**src/rtl/memory_arbiter.sv**
```systemverilog
// memory_arbiter: round-robin arbiter for the shared single-port coin/state memory.
// One transaction at a time; operands are latched when the winner is picked in IDLE,
// the address is held through the read latency, and the owner sees a one-cycle ack.
module memory_arbiter #(
    parameter int DATA_W   = 48,
    parameter int ADDR_W   = 5,
    parameter int READ_LAT = 2
) (
    input  logic              clock,
    input  logic              resetn,
    input  logic [2:0]        req,
    input  logic [2:0]        we,
    input  logic [ADDR_W-1:0] addr0,
    input  logic [ADDR_W-1:0] addr1,
    input  logic [ADDR_W-1:0] addr2,
    input  logic [DATA_W-1:0] wdata0,
    input  logic [DATA_W-1:0] wdata1,
    input  logic [DATA_W-1:0] wdata2,
    output logic [2:0]        grant,
    output logic [2:0]        ack,
    output logic [DATA_W-1:0] rdata,
    output logic              busy,
    output logic [ADDR_W-1:0] mem_addr,
    output logic [DATA_W-1:0] mem_wdata,
    output logic              mem_we,
    input  logic [DATA_W-1:0] mem_q
);

    typedef enum logic [1:0] {
        IDLE  = 2'd0,
        ISSUE = 2'd1,
        WAIT  = 2'd2,
        DONE  = 2'd3
    } state_t;

    // Counter reload: WAIT lasts READ_LAT cycles, the last one with the counter at 0.
    localparam logic [3:0] CNT_INIT = 4'(READ_LAT - 1);

    state_t            state_q;
    state_t            state_d;
    logic [1:0]        idx_q;
    logic [1:0]        last_q;
    logic              we_q;
    logic [3:0]        cnt_q;
    logic [ADDR_W-1:0] addr_q;
    logic [DATA_W-1:0] wdata_q;
    logic [DATA_W-1:0] rdata_q;

    logic              any_req;
    logic [1:0]        win;
    logic              sel_we;
    logic [ADDR_W-1:0] sel_addr;
    logic [DATA_W-1:0] sel_wdata;
    logic [2:0]        owner;

    // Round-robin pick: search starts one past the last served requester and wraps.
    function automatic logic [1:0] rr_pick(input logic [2:0] r, input logic [1:0] last);
        logic [1:0] start;
        logic [2:0] cand;
        logic [1:0] pick;
        start = (last == 2'd2) ? 2'd0 : last + 2'd1;
        pick  = 2'd0;
        // Walk candidates farthest-first so the nearest requesting one wins.
        for (int k = 2; k >= 0; k--) begin
            cand = {1'b0, start} + 3'(k);
            if (cand >= 3'd3) begin
                cand = cand - 3'd3;
            end
            if (r[cand[1:0]]) begin
                pick = cand[1:0];
            end
        end
        return pick;
    endfunction

    assign any_req = |req;
    assign win     = rr_pick(req, last_q);

    // Operand mux selecting the winning requester's access type, address and data.
    always_comb begin
        sel_we    = we[0];
        sel_addr  = addr0;
        sel_wdata = wdata0;
        case (win)
            2'd1: begin
                sel_we    = we[1];
                sel_addr  = addr1;
                sel_wdata = wdata1;
            end
            2'd2: begin
                sel_we    = we[2];
                sel_addr  = addr2;
                sel_wdata = wdata2;
            end
            default: ;
        endcase
    end

    // Next-state logic for the IDLE -> ISSUE -> (WAIT) -> DONE transaction sequence.
    always_comb begin
        state_d = state_q;
        case (state_q)
            IDLE:    if (any_req) state_d = ISSUE;
            ISSUE:   state_d = we_q ? DONE : WAIT;
            WAIT:    if (cnt_q == 4'd0) state_d = DONE;
            DONE:    state_d = IDLE;
            default: state_d = IDLE;
        endcase
    end

    // Control registers: state, owner, access type, latency counter, round-robin pointer, read data.
    always_ff @(posedge clock) begin
        if (!resetn) begin
            state_q <= IDLE;
            idx_q   <= 2'd0;
            last_q  <= 2'd2;
            we_q    <= 1'b0;
            cnt_q   <= 4'd0;
            rdata_q <= '0;
        end else begin
            state_q <= state_d;
            case (state_q)
                IDLE: begin
                    if (any_req) begin
                        idx_q <= win;
                        we_q  <= sel_we;
                    end
                end
                ISSUE: begin
                    if (!we_q) begin
                        cnt_q <= CNT_INIT;
                    end
                end
                WAIT: begin
                    if (cnt_q == 4'd0) begin
                        rdata_q <= mem_q;
                    end else begin
                        cnt_q <= cnt_q - 4'd1;
                    end
                end
                DONE: begin
                    last_q <= idx_q;
                end
                default: ;
            endcase
        end
    end

    // Operand latch; its contents only reach the port outside IDLE, so it needs no reset.
    always_ff @(posedge clock) begin
        if (state_q == IDLE && any_req) begin
            addr_q  <= sel_addr;
            wdata_q <= sel_wdata;
        end
    end

    assign owner     = 3'b001 << idx_q;
    assign busy      = (state_q != IDLE);
    assign grant     = busy ? owner : 3'b000;
    assign ack       = (state_q == DONE) ? owner : 3'b000;
    assign mem_addr  = busy ? addr_q : '0;
    assign mem_wdata = busy ? wdata_q : '0;
    assign mem_we    = (state_q == ISSUE) && we_q;
    assign rdata     = rdata_q;

endmodule

```
**config.mk**
```make
export PLATFORM = sky130hd
export DESIGN_NAME = memory_arbiter
export DESIGN_NICKNAME = d
export VERILOG_FILES = /design/src/rtl/memory_arbiter.sv
export SDC_FILE = /design/constraint.sdc
export NUM_CORES = 1
export LEC_CHECK = 0
export BUFFER_PORTS_ARGS = -buffer_cell sky130_fd_sc_hd__buf_2
export CAP_MARGIN = 20
export CORE_AREA = 2 2 127 129
export DETAILED_ROUTE_END_ITERATION = 16
export DIE_AREA = 0 0 129 131
export PLACE_DENSITY_LB_ADDON = 0.15
export SLEW_MARGIN = 20
export SYNTH_ARGS = -nofsm -noshare
export SYNTH_HDL_FRONTEND = slang
export SYNTH_SLANG_ARGS = --single-unit
```
**constraint.sdc**
```tcl
create_clock -name clock -period 3 [get_ports clock]
set_input_delay 0.15 -clock clock [delete_from_list [all_inputs] [get_ports clock]]
set_output_delay 0.15 -clock clock [all_outputs]
set_load 0.05 [all_outputs]
```
* Yosys cells after proc, flatten, opt, wreduce, memory -nomap -nowiden
Cells that the tools add are included.
** Word-level totals
- Bits in registers :: 112
- Input port bits :: 215
- Output and inout bits :: 109
- Logic and storage cells :: 70
** Operators by class
- Add/sub/neg operators :: 7
- $lt $le $gt $ge :: 6
- Equal/unequal tests :: 10
- Shifts and indexed selects :: 1
- Multiplexer cells :: 27
- Reduce and logical (&&, ||, !) cells :: 11
** Operator list (count)
- one-hot mux 48 bit (2 select lines) :: 1
- 2-to-1 mux 48 bit :: 1
- 2-to-1 mux 2 bit :: 9
- one-hot mux 5 bit (2 select lines) :: 1
- less-than comparator 2 x 3 -> 1 bit (second input constant) :: 3
- equality test 2 bit (second input constant) :: 4
- 2-to-1 mux 4 bit :: 2
- inequality test 2 bit (second input constant) :: 4
- one-hot mux 2 bit (4 select lines) :: 1
- one-hot mux 4 bit (2 select lines) :: 1
- binary-select mux 1 bit (select 2 bit) :: 3
- >= comparator 3 x 2 -> 1 bit (second input constant) :: 2
- 2-to-1 mux 3 bit :: 2
- AND reduction 2 bit :: 3
- subtractor 2 bit (second input constant) :: 3
- 2-to-1 mux 5 bit :: 1
- equality test 2 x 1 -> 1 bit (second input constant) :: 2
- zero test 4 bit :: 1
- 2-to-1 mux 1 bit :: 4
- nonzero test 2 bit :: 2
- subtractor 4 x 1 -> 4 bit (second input constant) :: 1
- adder 2 x 1 -> 3 bit (second input constant) :: 1
- adder 2 x 2 -> 3 bit (second input constant) :: 1
- AND reduction 3 bit :: 1
- other kinds (7) :: 8

* Depth between registers and ports, before layout
- Depth after elaboration :: 12
- Mapped depth :: 9
- Depth with buffers taken out :: 6

* Worst setup path before layout
Ideal clock, no wire load.
- Path type :: flip-flop to flip-flop
- Start point :: register state_q[0]
- End point :: register addr_q[0] (enable)
- Library setup time :: 0.407 ns
- Arrival time :: 1.858 ns
- Data required time :: 2.593 ns
- Setup slack :: 0.735 ns
- Cell stages (with the launch flop) :: 5
- Buffers on the path :: 0
- Clock period less this slack :: 2.265 ns
- Cells stage by stage :: dfxtp_1 > inv_1 > ha_1 > o31ai_1 > inv_1
** On the way
- Cells in the longest elaborated chain, start to end :: 2
** RTL lines
- start: declaration :: line 39 : state_t state_q;
- start signal: assignment :: line 121 : state_q <= state_d;
- zero test 2 bit :: line 151 : if (state_q == IDLE && any_req) begin
- logical AND 1 bit :: line 151
- end signal: assignment :: line 152 : addr_q <= sel_addr;
- end: declaration :: line 45 : logic [ADDR_W-1:0] addr_q;
Every way passes these cells.
A chain may end at the register's enable or synchronous reset.

* Worst setup path in the final report
- Start point :: register last_q[1]
- End point :: register wdata_q[45], data pin
** On the way
- Cells in the longest elaborated chain, start to end :: 12
- Elaborated cells between the ends (all ways) :: 26
- Those cells by class :: 6 x add/sub; 3 x order compare; 3 x eq/ne; 14 x mux
** RTL lines
- start: declaration :: line 42 : logic [1:0] last_q;
- start signal: assignment :: line 142 : last_q <= idx_q;
- adder 2 x 1 -> 2 bit or equality test 2 bit (tied branches) :: line 61 : start = (last == 2'd2) ? 2'd0 : last + 2'd1;
- 2-to-1 mux 2 bit (*) :: line 61
- adder 2 x 2 -> 3 bit :: line 65 : cand = {1'b0, start} + 3'(k);
- >= comparator 3 x 2 -> 1 bit or subtractor 2 bit (tied branches) :: line 66, 67
- 2-to-1 mux 2 bit :: line 66 : if (cand >= 3'd3) begin
- binary-select mux 1 bit (select 2 bit) :: line 69 : if (r[cand[1:0]]) begin
- 2-to-1 mux 1 bit (not written as such) :: line 69
- 2-to-1 mux 2 bit (2 in series) :: line 69
- 2-to-1 mux 2 bit (*) :: line 69
- named net win[0] :: line 50 : logic [1:0] win;
- equality test 2 bit or equality test 2 x 1 -> 1 bit (tied branches) :: line 84 : case (win)
- one-hot mux 48 bit (2 select lines) (*) :: line 84
- named net sel_wdata[45] :: line 53 : logic [DATA_W-1:0] sel_wdata;
- end signal: assignment :: line 153 : wdata_q <= sel_wdata;
- end: declaration :: line 46 : logic [DATA_W-1:0] wdata_q;
The timed path passes the listed nets; every way through them passes the cells marked *. The select of a mux whose other input is x is not followed.

==> impl_metrics.toml <==
[outcome]
outcome = "finished clean"

[synthesis]
yosysTopAreaCell = "edfxtp_1"
synth_flop_cell = "dfxtp_1"
syn_nets = 811
yosys_warnings = 0
synth_seq_area_share_pct = 52.15
synthCells = 588
yosysTopAreaCellShare_pct = 29.94
syn_area_um2 = 5316
synth_seq_cells = 112
synthDistinctLibCells = 42
syn_area_per_cell_um2 = 9.041
synthTopCellsByArea = "edfxtp_1, dfxtp_1, nand2_1, a22oi_1, nor2b_1"
synth-async-reset-ratio_pct = 0
synth_edf_count = 53

[sta]
hold_violations = 0
tns_ns = 0
slew_violations = 0
timing.fmax_ghz = 0.4504
max_slew_margin_pct = 57.72
finalHoldWorstSlack_ns = 0.02527
worst_slack_ns = 0.7797
setup_viol = 0
fin_crit_ns = 2.220
rsz0062_at_grt = "no"
max_slew.worst_pin.slew_ns = 0.6342
fin_worst_skew_ns = 0.01164
min_period_over_period_pct = 74.01

[detailed_routing]
drcViolationCount = 0
first_pass_iters = 4
drt_iter0_drc = 231
vias_per_cell = 4.646
wirelength_um = 16800
num_vias = 5143
wire_per_inst_um = 15.18
route.antenna.remaining_nets = 0

[setup_path]
r2r_cells = 7
cp_num_cells = 7
critical_path_class = "flip-flop to flip-flop"
max_stage_delay_ns = 0.54
cp_top_family = "adder cells"
arrival_ns = 2.41
critPathLaunch = "last_q[1]"
crit_chain = "nor2b_1 -> o22ai_1 -> and2_1 -> ha_2 -> buf_4 -> a22oi_1 -> o21ai_0"
cp_slowest_cell = "ha_2"
critPathLaunchType = "flip-flop"
reg2reg_from = "last_q[1]"
cp_num_buf_inv = 1
rrSetupSlack_ns = 0.78
cp_max_fo = 25
cp.required_ns = 3.19
crit_path_end_kind = "flip-flop"

[clock_tree]
cts_resized = 0
ctsHtreeMaxLevel = 3
clockRootBuffer = "clkbuf_16"
cts_buffers = 9
path_clk_slew_ns = 0.08
cts_tree = "yes"
post_cts_buffers = 0
clock-sinks = 112
cts_hold_buf = 0
worst_skew_pair.late_latency_ns = 0.35
clockBufferDepth = 2

[die]
row_count = 46
pin_count = 324
start_util_pct = 34.08
chipWidth_um = 129
die-area_um2 = 16900
core_region_area_um2 = 15600
die_y_um = 131

[final_layout]
num_antenna_cells = 0
final_cell_mix = "buf_2, nand2_1, dfxtp_1, nor2b_1"
mostFrequentLayoutCell = "buf_2"
fill_cells = 1594
instances_no_fill = 1107
layout.area.seq_um2 = 2773
design_area_um2 = 7411
syn_to_final_growth_pct = 39.40
finalNetCount = 1109
drive_gt1_share_pct = 40.40
multiInputGateArea_um2 = 2335

[global_routing]
grt_pass1_vias = 4751
antenna_found_initial = 0
grt_pass1_wl_um = 24220
grt_start_max_net_pins = 63
grt_usage_pct = 18.64
grt_overflow_total = 0

[pwr]
p_leak_nw = 3.390
power.density_nw_per_um2 = 974.3
peakVddDrop_mv = 0.4338

[placement]
gp_congestion = 0.7766
placed_cells = 1091
place_area_um2 = 7123
post-place-ws_ns = 0.7899
dpl.hpwl_um = 12340
io_buffers = 323

[min_path]
hold_class = "input port to flip-flop"
min_path_cells = 3
min-delay-start = "mem_q[33]"

[flow_run]
maxCapViolCount = 0
## synthesized netlist by cell type, types with 2 or more instances
master and count:
dfxtp_1 59, buf_6 2, nand3b_1 2, o22ai_1 2, a41o_1 2, and3b_1 2, mux2i_1 5, a22oi_1 53
clkbuf_1 38, nor3b_1 3, nand2_1 156, inv_1 6, buf_2 8, nor2_1 2, nor2b_1 56, nand3_1 3
and3_1 2, o21ai_0 53, and2_1 3, a211oi_1 2, edfxtp_1 53, a21oi_1 49, ha_1 8
## worst paths after layout
check	to
hold reg to reg	rdata[14]
setup / recovery	wdata_q[45]
hold / removal	rdata[33]
setup reg to reg	wdata_q[45]
## layer usage
metal	track usage, %	share of wire [%]
met1	21.58	40
met2	32.87	51
met3	5.863	8.2
met4	6.138	1.3
met5	0	0
## cells by family after synthesis
family	share of synthesized area, %
adders and majority gates	1.883
DFF	52.15
AOI/OAI and AO/OA	19.11
and+or+nand+nor	21.56
muxes	0.9414
buffers and inverters	4.354
## sequential cells by signal, summed over array words and instances (netlist names)
signal,cells
state_q,2
idx_q,2
last_q,2
wdata_q,48
cnt_q,4
we_q,1
rdata,48
addr_q,5
## metrics by stage
| stage | power (mW) | utilization [%] |
|---|---|---|
| after floorplan | 5.089 | - |
| after global placement | 6.085 | 45.67 |
| after detailed placement | 6.102 | 45.67 |
| after CTS | 7.314 | 47.51 |
| after global routing | 7.630 | 47.51 |
| final | 7.221 | 47.51 |
## worst min-delay path: stages
cell,delay (ns)
buf_2,0.09
nand2_1,0.04
a21oi_1,0.05
## report_power, final
| group | switching (mW) | internal (mW) | total [mW] |
|---|---|---|---|
| combinational | 2.80 | 0.945 | 3.75 |
| sequential | 0.139 | 2.14 | 2.28 |
| clock | 0.608 | 0.584 | 1.19 |
| total | 3.55 | 3.67 | 7.22 |
## area by class of cell
class	instances	area share, %
sequential	112	37.41
multi-input combinational	421	31.50
timing repair buffer	335	23.20
tap	216	3.647
clock buffer	9	3.039
clock inverter	7	0.8442
inverter	7	0.3545
(Power assumes the default switching activity.)
